==> src/rtl/multiplier_4x4_pkg.sv <==
// Shared widths, operand/product types and column layout for multiplier_4x4.
package multiplier_4x4_pkg;

    localparam int unsigned OP_W                = 4;
    localparam int unsigned PROD_W              = 8;
    localparam int unsigned APPROX_COLS_DEFAULT = 3;
    localparam int unsigned NUM_COLS            = 2 * OP_W - 1;

    typedef logic [OP_W-1:0]   operand_t;
    typedef logic [PROD_W-1:0] product_t;

    // col_pp_t[k][i] holds A[i] & B[k-i]; slots with no valid (i, k-i) pair stay 0.
    typedef logic [NUM_COLS-1:0][OP_W-1:0] col_pp_t;

endpackage

==> src/rtl/multiplier_4x4_pp_gen.sv <==
// AND partial-product generator; groups the 16 products by column weight.
module multiplier_4x4_pp_gen
    import multiplier_4x4_pkg::*;
(
    input  operand_t a,
    input  operand_t b,
    output col_pp_t  pp
);

    always_comb begin
        pp = '0;
        for (int unsigned i = 0; i < OP_W; i++) begin
            for (int unsigned j = 0; j < OP_W; j++) begin
                pp[i + j][i] = a[i] & b[j];
            end
        end
    end

endmodule

==> src/rtl/multiplier_4x4.sv <==
// Registered 4x4 unsigned approximate multiplier (OR-combined low columns).
// Define MULTIPLIER_4X4_EXACT_EN to build the exact A*B baseline instead.
module multiplier_4x4
    import multiplier_4x4_pkg::*;
#(
    parameter int unsigned APPROX_COLS = APPROX_COLS_DEFAULT
) (
    input  logic                  clk,
    input  logic                  rst_n,
    input  logic                  in_valid,
    input  logic [OP_W-1:0]       A,
    input  logic [OP_W-1:0]       B,
    output logic [PROD_W-1:0]     P,
    output logic                  out_valid
);

`ifdef MULTIPLIER_4X4_EXACT_EN
    // Summing every column exactly reproduces A*B.
    localparam int unsigned EFF_COLS = 0;
`else
    localparam int unsigned EFF_COLS = APPROX_COLS;
`endif

    col_pp_t  pp;
    product_t low_part;
    product_t high_part;
    product_t prod;
    product_t p_d, p_q;
    logic     out_valid_d, out_valid_q;

    multiplier_4x4_pp_gen u_pp_gen (
        .a  (A),
        .b  (B),
        .pp (pp)
    );

    // Low columns never generate carries, so they simply fill the bits the high sum leaves at 0.
    always_comb begin
        low_part  = '0;
        high_part = '0;
        for (int unsigned k = 0; k < NUM_COLS; k++) begin
            if (k < EFF_COLS) begin
                low_part[k] = |pp[k];
            end else begin
                high_part = high_part + (product_t'($countones(pp[k])) << k);
            end
        end
        prod = high_part + low_part;
    end

    always_comb begin
        p_d         = p_q;
        out_valid_d = in_valid;
        if (in_valid) begin
            p_d = prod;
        end
    end

    always_ff @(posedge clk or negedge rst_n) begin
        if (!rst_n) begin
            p_q         <= '0;
            out_valid_q <= 1'b0;
        end else begin
            p_q         <= p_d;
            out_valid_q <= out_valid_d;
        end
    end

    assign P         = p_q;
    assign out_valid = out_valid_q;

endmodule

==> config.mk <==
export PLATFORM = sky130hd
export DESIGN_NAME = multiplier_4x4
export DESIGN_NICKNAME = d
export VERILOG_FILES = /design/src/rtl/multiplier_4x4_pkg.sv /design/src/rtl/multiplier_4x4_pp_gen.sv /design/src/rtl/multiplier_4x4.sv
export SDC_FILE = /design/constraint.sdc
export NUM_CORES = 1
export LEC_CHECK = 0
export ABC_AREA = 1
export CORE_MARGIN = 4
export CORE_UTILIZATION = 48
export DETAILED_ROUTE_END_ITERATION = 8
export PLACE_DENSITY = 0.92
export SKIP_CTS_REPAIR_TIMING = 1
export SLEW_MARGIN = 20
export SYNTH_ARGS = -nofsm -noshare
export SYNTH_HDL_FRONTEND = slang
export SYNTH_SLANG_ARGS = --single-unit
==> constraint.sdc <==
create_clock -name clk -period 1.5 [get_ports clk]
set_input_delay 0.375 -clock clk [delete_from_list [all_inputs] [get_ports clk]]
set_output_delay 0.375 -clock clk [all_outputs]
set_load 0.01 [all_outputs]
Yosys cells after proc, flatten, opt, wreduce, memory -nomap -nowiden
Cells that the tools add are included.
{"block": "totals", "ff_bits": 9, "out_inout_bits": 9, "input_bits": 11}
{"block": "op_classes", "addsub": 10, "n_reduce_logical": 2, "n_bitwise": 16}
{"operator": "adder 8 x 7 -> 8 bit", "n": 2}
{"operator": "bitwise AND 1 bit", "n": 16}
{"operator": "adder 1 x 1 -> 2 bit", "n": 4}
{"operator": "adder 6 x 7 -> 8 bit", "n": 1}
{"operator": "adder 8 x 3 -> 8 bit", "n": 1}
{"operator": "adder 1 x 2 -> 3 bit", "n": 1}
{"operator": "adder 2 x 2 -> 3 bit", "n": 1}
{"operator": "OR reduction 3 bit", "n": 1}
{"operator": "OR reduction 2 bit", "n": 1}

Longest topological paths before layout
Gate-level depths: netlist (run 1).
{"block": "logic_depth", "word_depth": 7, "depth_mapped": 13, "ltp_nobuf": 13}

By module
Synthesis (run 1) repeated with hierarchy kept, for this count alone.
{"block": "hier_totals", "cells_unflattened": 119, "area_unflattened_um2": 928.4}
{"module": "multiplier_4x4", "seq_area_each_um2": 225.2, "cells_each": 74, "area_each_um2": 714.4, "instances": 1}
{"module": "multiplier_4x4_pp_gen", "seq_area_each_um2": 0.0, "cells_each": 45, "area_each_um2": 214.0, "instances": 1}

Worst setup path before layout (run 1)
Ideal clock, no wire load.
{"block": "synth_timing", "kind": "in2reg", "start": "input A[0]", "end": "register p_q[7] (netlist: P[7])", "arrival_time_ns": 2.607, "setup_slack_ns": -1.225, "setup_ns": 0.117, "path_buffers": 0, "t_required_ns": 1.383, "cell_stages": 13, "cell_sequence": "nand2_1 -> fa_1 -> inv_1 -> ha_1 -> ha_1 -> fa_1 -> ha_1 -> inv_1 -> fa_1 -> inv_1 -> nand2_1 -> nand3_1 -> nand2_1"}
{"block": "synth_via", "elab_chain_cells": 7}
{"item": "start, declared", "line_no": "multiplier_4x4.sv:11", "text": "input logic [OP_W-1:0] A,"}
{"item": "bitwise AND 1 bit", "line_no": "multiplier_4x4_pp_gen.sv:14", "text": "pp[i + j][i] = a[i] & b[j];"}
{"item": "adder 1 x 1 -> 2 bit (not written as such)", "line_no": "multiplier_4x4.sv:45", "text": "high_part = high_part + (product_t'($countones(pp[k])) << k);"}
{"item": "adder 2 x 2 -> 3 bit (not written as such)", "line_no": "multiplier_4x4.sv:45"}
{"item": "adder 6 x 7 -> 8 bit", "line_no": "multiplier_4x4.sv:45"}
{"item": "adder 8 x 7 -> 8 bit (2 in a row)", "line_no": "multiplier_4x4.sv:45"}
{"item": "adder 8 x 3 -> 8 bit (*)", "line_no": "multiplier_4x4.sv:48", "text": "prod = high_part + low_part;"}
{"item": "end signal, assigned", "line_no": "multiplier_4x4.sv:64", "text": "p_q <= p_d;"}
{"item": "end, declared", "line_no": "multiplier_4x4.sv:28", "text": "product_t p_d, p_q;"}
Every way passes the cells marked *; elsewhere a longest branch is shown, timed or not.
A chain may end at the register's enable or synchronous reset.

Final worst setup path (run 1)
{"block": "layout_timing", "start": "input A[1]", "end": "register p_q[6] (netlist: P[6])"}
Same word-level chain as after synthesis.

==> results of run 1 <==
[where the power goes]
| part | switching [mW] | internal, mW |
|---|---|---|
| Combinational | 0.138 | 0.154 |
| Sequential | 0.0173 | 0.276 |
| Clock | 0.0865 | 0.103 |
[worst min path at each step]
stage	slack (ns)	depth (start not counted)	start	endpoint
after floorplan	0.08	0	rst_n	P[0]
after global routing	0.43	1	rst_n	P[6]
after CTS	0.42	1	rst_n	P[5]
final	0.40	1	rst_n	P[7]
after global placement	0.46	2	P[3]	P[3]
after detailed placement	0.47	2	P[3]	P[3]
[routing by layer]
layer	vias to the layer above	wire, microns	track usage, %
li1	298	-	-
met1	290	622	18.2
met2	21	953	32.5
met3	8	105	6.37
met4	0	67	7.60
met5	-	0	0
[logic make-up (layout without fill, tap and decap cells)]
family / after synthesis / count (layout) / synth area share [%]
flip-flops: 9 / 9 / 34.4
AND/OR/NAND/NOR: 40 / 40 / 23.9
buffers and inverters: 16 / 47 / 10.3
adder cells (fa/ha/maj): 13 / 13 / 30.6
AO/OA/AOI/OAI: 1 / 1 / 0.764
[critical path, stage by stage]
cell     delay [ns]
buf_8          0.08
nand2_4        0.05
fa_1           0.52
inv_1          0.04
ha_2           0.17
ha_4           0.16
fa_1           0.56
ha_4           0.14
inv_2          0.03
fa_2           0.52
o21ai_2        0.05
[cell usage in the layout (no fill, tap or decap), drive strengths merged]
master,netlist,routed
nand3,5,5
ha,8,8
clkbuf,0,5
clkdlybuf4s50,0,2
inv,15,15
dfrtp,9,9
dlymetal6s2s,0,11
o21ai,1,1
fa,5,5
buf,1,14
nor2,3,3
nand2,32,32
[area by class of cell]
cell class              count  area, sq um  area share, %
repair buffers             28          290           27.4
clock buffers               4         26.3           2.48
well taps                  15         18.8           1.77
flip-flops and latches      9          225           21.3
multi-input cells          54          442           41.7
inverters                  15         56.3           5.32
[flip-flops by register name, summed over array words and instances, names as in the netlist]
signal,cells
out_valid,1
P,8
[metrics by stage]
stage                     area, sq um  util [%]  cells
after floorplan                   713         -     79
after global placement            978      76.1    121
after detailed placement          978      76.1    121
after CTS                        1000      78.2    125
after global routing             1060      82.4    125
final                            1060      82.4    125
==> flow_summary.yaml, run 1 <==
logic_synthesis:
  yosysTopAreaCell: "dfrtp_1"
  syn_inst: 79
  synth_commonest_cells: "nand2_1 (32), inv_1 (14), dfrtp_1 (9), ha_1 (8)"
  synth_warnings: 0
  netlist_top_cells_area: "dfrtp_1 (34%), nand2_1 (18%), fa_1 (15%)"
  ys.flop_type: "dfrtp_1"
  async_flop_share_pct: 100
  synth_top_area_share_pct: 34.4
  ys_seq_elements: 9
  ys_types: 10
  synth-edff-count: 0
  yosysMostFrequentCell: "nand2_1"
  synth_sequential_area_ratio_pct: 34.4
  syn_area_sq_um: 654
  syn_nets: 103
  synth_area_per_cell_sq_um: 8.28
timing:
  slew_viol_final: 0
  setup_violations: 4
  hold_viol_final: 0
  fin_crit_ns: 2.54
  fin_skew_ns: 0
  fin_crit_sh_pct: 169
  worst_slack_ns: -1.04
  setup_tns_ns: -2.81
  tightest_slew_ns: 0.400
  rsz0062_at_grt: "true"
  max_freq_ghz: 0.394
  max-slew-margin-rel_pct: 73.3
  fin_hold_ws_ns: 0.400
clocking:
  cts_tree: "built"
  clock_sinks: 9
  clockBufferDepth: 2
  cts_root_buf: "clkbuf_4"
  numCtsBuffers: 3
  clock_latency_ns: 0.26
  htreeDepth: 1
  clkSlewWorstSetupHoldPaths_ns: 0.06
worst_setup_path:
  rrSetupSlack_ns: 0.83
  required_ns: 1.66
  start_kind: "input pin"
  arrival_ns: 2.70
  cp-endpoint: "P[6]"
  cp-startpoint: "A[1]"
  timing.rr.start: "P[2]"
  cp_max_fo: 2
  path_class: "input pin to register"
  end_kind: "register"
  r2r_cells: 2
  r2r_end: "P[2]"
placed_design:
  place_ws_ns: -1.84
  post-dp-hpwl_mm: 1.37
  port_buffers: 19
  routabilityCongestion: 0.748
routing:
  wirelength_mm: 1.75
  viasPerCell: 4.94
  vias: 617
  ant_nets: 0
  firstDrtPassIters: 2
  drt-wirelength-per-cell_microns: 14.0
  dr.first_iter.drc_count: 1
  route.detailed.drc: 0
global_routing:
  antenna_found_initial: 0
  grt_overflow: 0
  grt_pass1_vias: 601
  grt_usage_pct: 17.9
  grt_first_pass_wirelength_mm: 2.51
  grt_max_degree: 10
cells_and_area:
  layout.nets: 135
  fill_cells: 83
  drive_above_1_share_pct: 30.9
  area_growth_pct: 61.8
  antenna_cells: 0
die:
  start_util_pct: 50.9
  dieWidth_microns: 44.9
  dieArea_sq_mm: 0.00202
  rows: 13
  ios: 20
  die_h_microns: 44.9
  core_area_sq_mm: 0.00128
pwr:
  power.density_mw_per_mm2: 731
  power.total_mw: 0.774
  vdd_drop_max_mv: 0.673
  power_leakage_nw: 0.685
worst_hold_path:
  min_path_type: "input pin to async pin"
flow_run:
  max_cap_violations: 0
outcome:
  violations: "setup timing"
  status: "finished, violations left"
Note: power is estimated with default switching activity, not from simulation.
==> inputs of run 2 (changes only) <==
--- a/config.mk
+++ b/config.mk
@@ -6,6 +6,7 @@
 export NUM_CORES = 1
 export LEC_CHECK = 0
 export ABC_AREA = 1
+export CAP_MARGIN = 40
 export CORE_MARGIN = 4
 export CORE_UTILIZATION = 48
 export DETAILED_ROUTE_END_ITERATION = 8
==> results of run 2 <==
Same layout as run 1: the final DEF is identical, and so are final timing and power.
==> inputs of run 3 (changes only) <==
--- a/config.mk
+++ b/config.mk
@@ -7,11 +7,14 @@
 export LEC_CHECK = 0
 export ABC_AREA = 1
 export CAP_MARGIN = 40
+export CELL_PAD_IN_SITES_DETAIL_PLACEMENT = 2
+export CELL_PAD_IN_SITES_GLOBAL_PLACEMENT = 2
 export CORE_MARGIN = 4
-export CORE_UTILIZATION = 48
+export CORE_UTILIZATION = 27
 export DETAILED_ROUTE_END_ITERATION = 8
-export PLACE_DENSITY = 0.92
+export PLACE_DENSITY = 0.91
 export SKIP_CTS_REPAIR_TIMING = 1
+export SKIP_LAST_GASP = 1
 export SLEW_MARGIN = 20
 export SYNTH_ARGS = -nofsm -noshare
 export SYNTH_HDL_FRONTEND = slang
==> flow_summary.yaml, run 3 (synthesis gave the netlist of run 1 again) <==
routing:
  drt-wirelength-per-cell_microns: 15.6
  ant_nets: 0
  firstDrtPassIters: 2
  vias: 627
  route.detailed.drc: 0
  viasPerCell: 4.51
  dr.first_iter.drc_count: 7
  wirelength_mm: 2.17
placed_design:
  dpl-instance-area_sq_mm: 0.00100
  post-dp-hpwl_mm: 1.90
  routabilityCongestion: 0.732
  port_buffers: 19
die:
  dieWidth_microns: 57.2
  start_util_pct: 29.0
  ios: 20
  core_area_sq_mm: 0.00225
  dieArea_sq_mm: 0.00328
  rows: 17
  die_h_microns: 57.2
global_routing:
  grt_pass1_vias: 779
  grt_max_degree: 10
  grt_usage_pct: 13.8
  grt_overflow: 0
  antenna_found_initial: 0
  grt_first_pass_wirelength_mm: 3.39
clocking:
  cts_tree: "built"
  numCtsBuffers: 3
  cts_root_buf: "clkbuf_4"
  clkSlewWorstSetupHoldPaths_ns: 0.06
  clock_sinks: 9
  clock_latency_ns: 0.26
  htreeDepth: 1
  clockBufferDepth: 2
worst_hold_path:
  min_path_type: "input pin to async pin"
outcome:
  status: "finished, violations left"
  violations: "setup timing"
timing:
  setup_tns_ns: -3.10
  hold_viol_final: 0
  slew_viol_final: 0
  setup_violations: 4
  rsz0062_at_grt: "true"
  tightest_slew_ns: 0.433
  max_freq_ghz: 0.377
  max-slew-margin-rel_pct: 71.0
  fin_hold_ws_ns: 0.422
  fin_crit_ns: 2.66
  fin_crit_sh_pct: 177
  worst_slack_ns: -1.16
  fin_skew_ns: 0
cells_and_area:
  fill_cells: 254
  regArea_sq_um: 225
  antenna_cells: 0
  drive_above_1_share_pct: 33.3
  final_area_sq_mm: 0.00108
  layout.nets: 136
  area_growth_pct: 65.8
  multi_input_area_sq_um: 448
  largest_reg_flops: 8
  final_cell_mix: "nand2_1 (25), inv_1 (11), dlymetal6s2s_1 (11)"
  final_common_cell: "nand2_1"
worst_setup_path:
  path_class: "input pin to register"
  cp_max_fo: 2
  arrival_ns: 2.81
  required_ns: 1.65
  end_kind: "register"
  start_kind: "input pin"
pwr:
  vdd_drop_max_mv: 0.560
  power.density_mw_per_mm2: 718
  power_leakage_nw: 0.689
flow_run:
  max_cap_violations: 0
-- run 3: layout make-up --
class	count	area share [%]
multi-input cells	54	41.3
repair buffers	29	26.9
flip-flops and latches	9	20.8
inverters	15	5.42
well taps	28	3.23
clock buffers	4	2.42
-- run 3: where the power goes --
part | total (mW) | leakage, nW | switching [mW] | internal (mW)
Clock | 0.185 | 0.0150 | 0.0825 | 0.102
Combinational | 0.302 | 0.563 | 0.146 | 0.156
Sequential | 0.292 | 0.111 | 0.0163 | 0.276
-- run 3: path summary, 6_finish.rpt --
kind / depth (start not counted) / slack [ns] / start / endpoint
max: 14 / -1.16 / A[1] / P[7]
max in group asynchronous: 1 / 0.78 / rst_n / P[4]
min reg2reg: 2 / 0.47 / P[5] / P[5]
max reg2reg: 2 / 0.83 / P[1] / P[1]
min: 1 / 0.42 / rst_n / P[3]
min in group clk: 2 / 0.47 / P[5] / P[5]
-- run 3: layer usage --
metal	up-vias	GRT usage, %	share of wire (%)
li1	298	-	-
met1	299	13.1	34
met2	21	27.7	57
met3	9	4.52	5.1
met4	0	3.97	3.5
met5	-	0	0
-- run 3: worst max-delay path, cell delays in order --
cell and delay, ns:
buf_8 0.08, nand2_4 0.05, fa_1 0.52, inv_1 0.04
ha_2 0.17, ha_4 0.15, fa_1 0.59, ha_4 0.16
inv_4 0.03, fa_2 0.41, inv_2 0.07, nand2_2 0.04
nand3_2 0.06, nand2_1 0.05
-- run 3: stage by stage --
stage	cells	utilization [%]	total power [mW]	worst slack, ns
global route	139	48.1	0.846	-1.22
global placement	135	44.5	0.575	-1.78
finish	139	48.1	0.779	-1.16
CTS	139	45.6	0.795	-1.63
floorplan	79	-	0.424	-1.13
detailed placement	135	44.5	0.600	-1.91
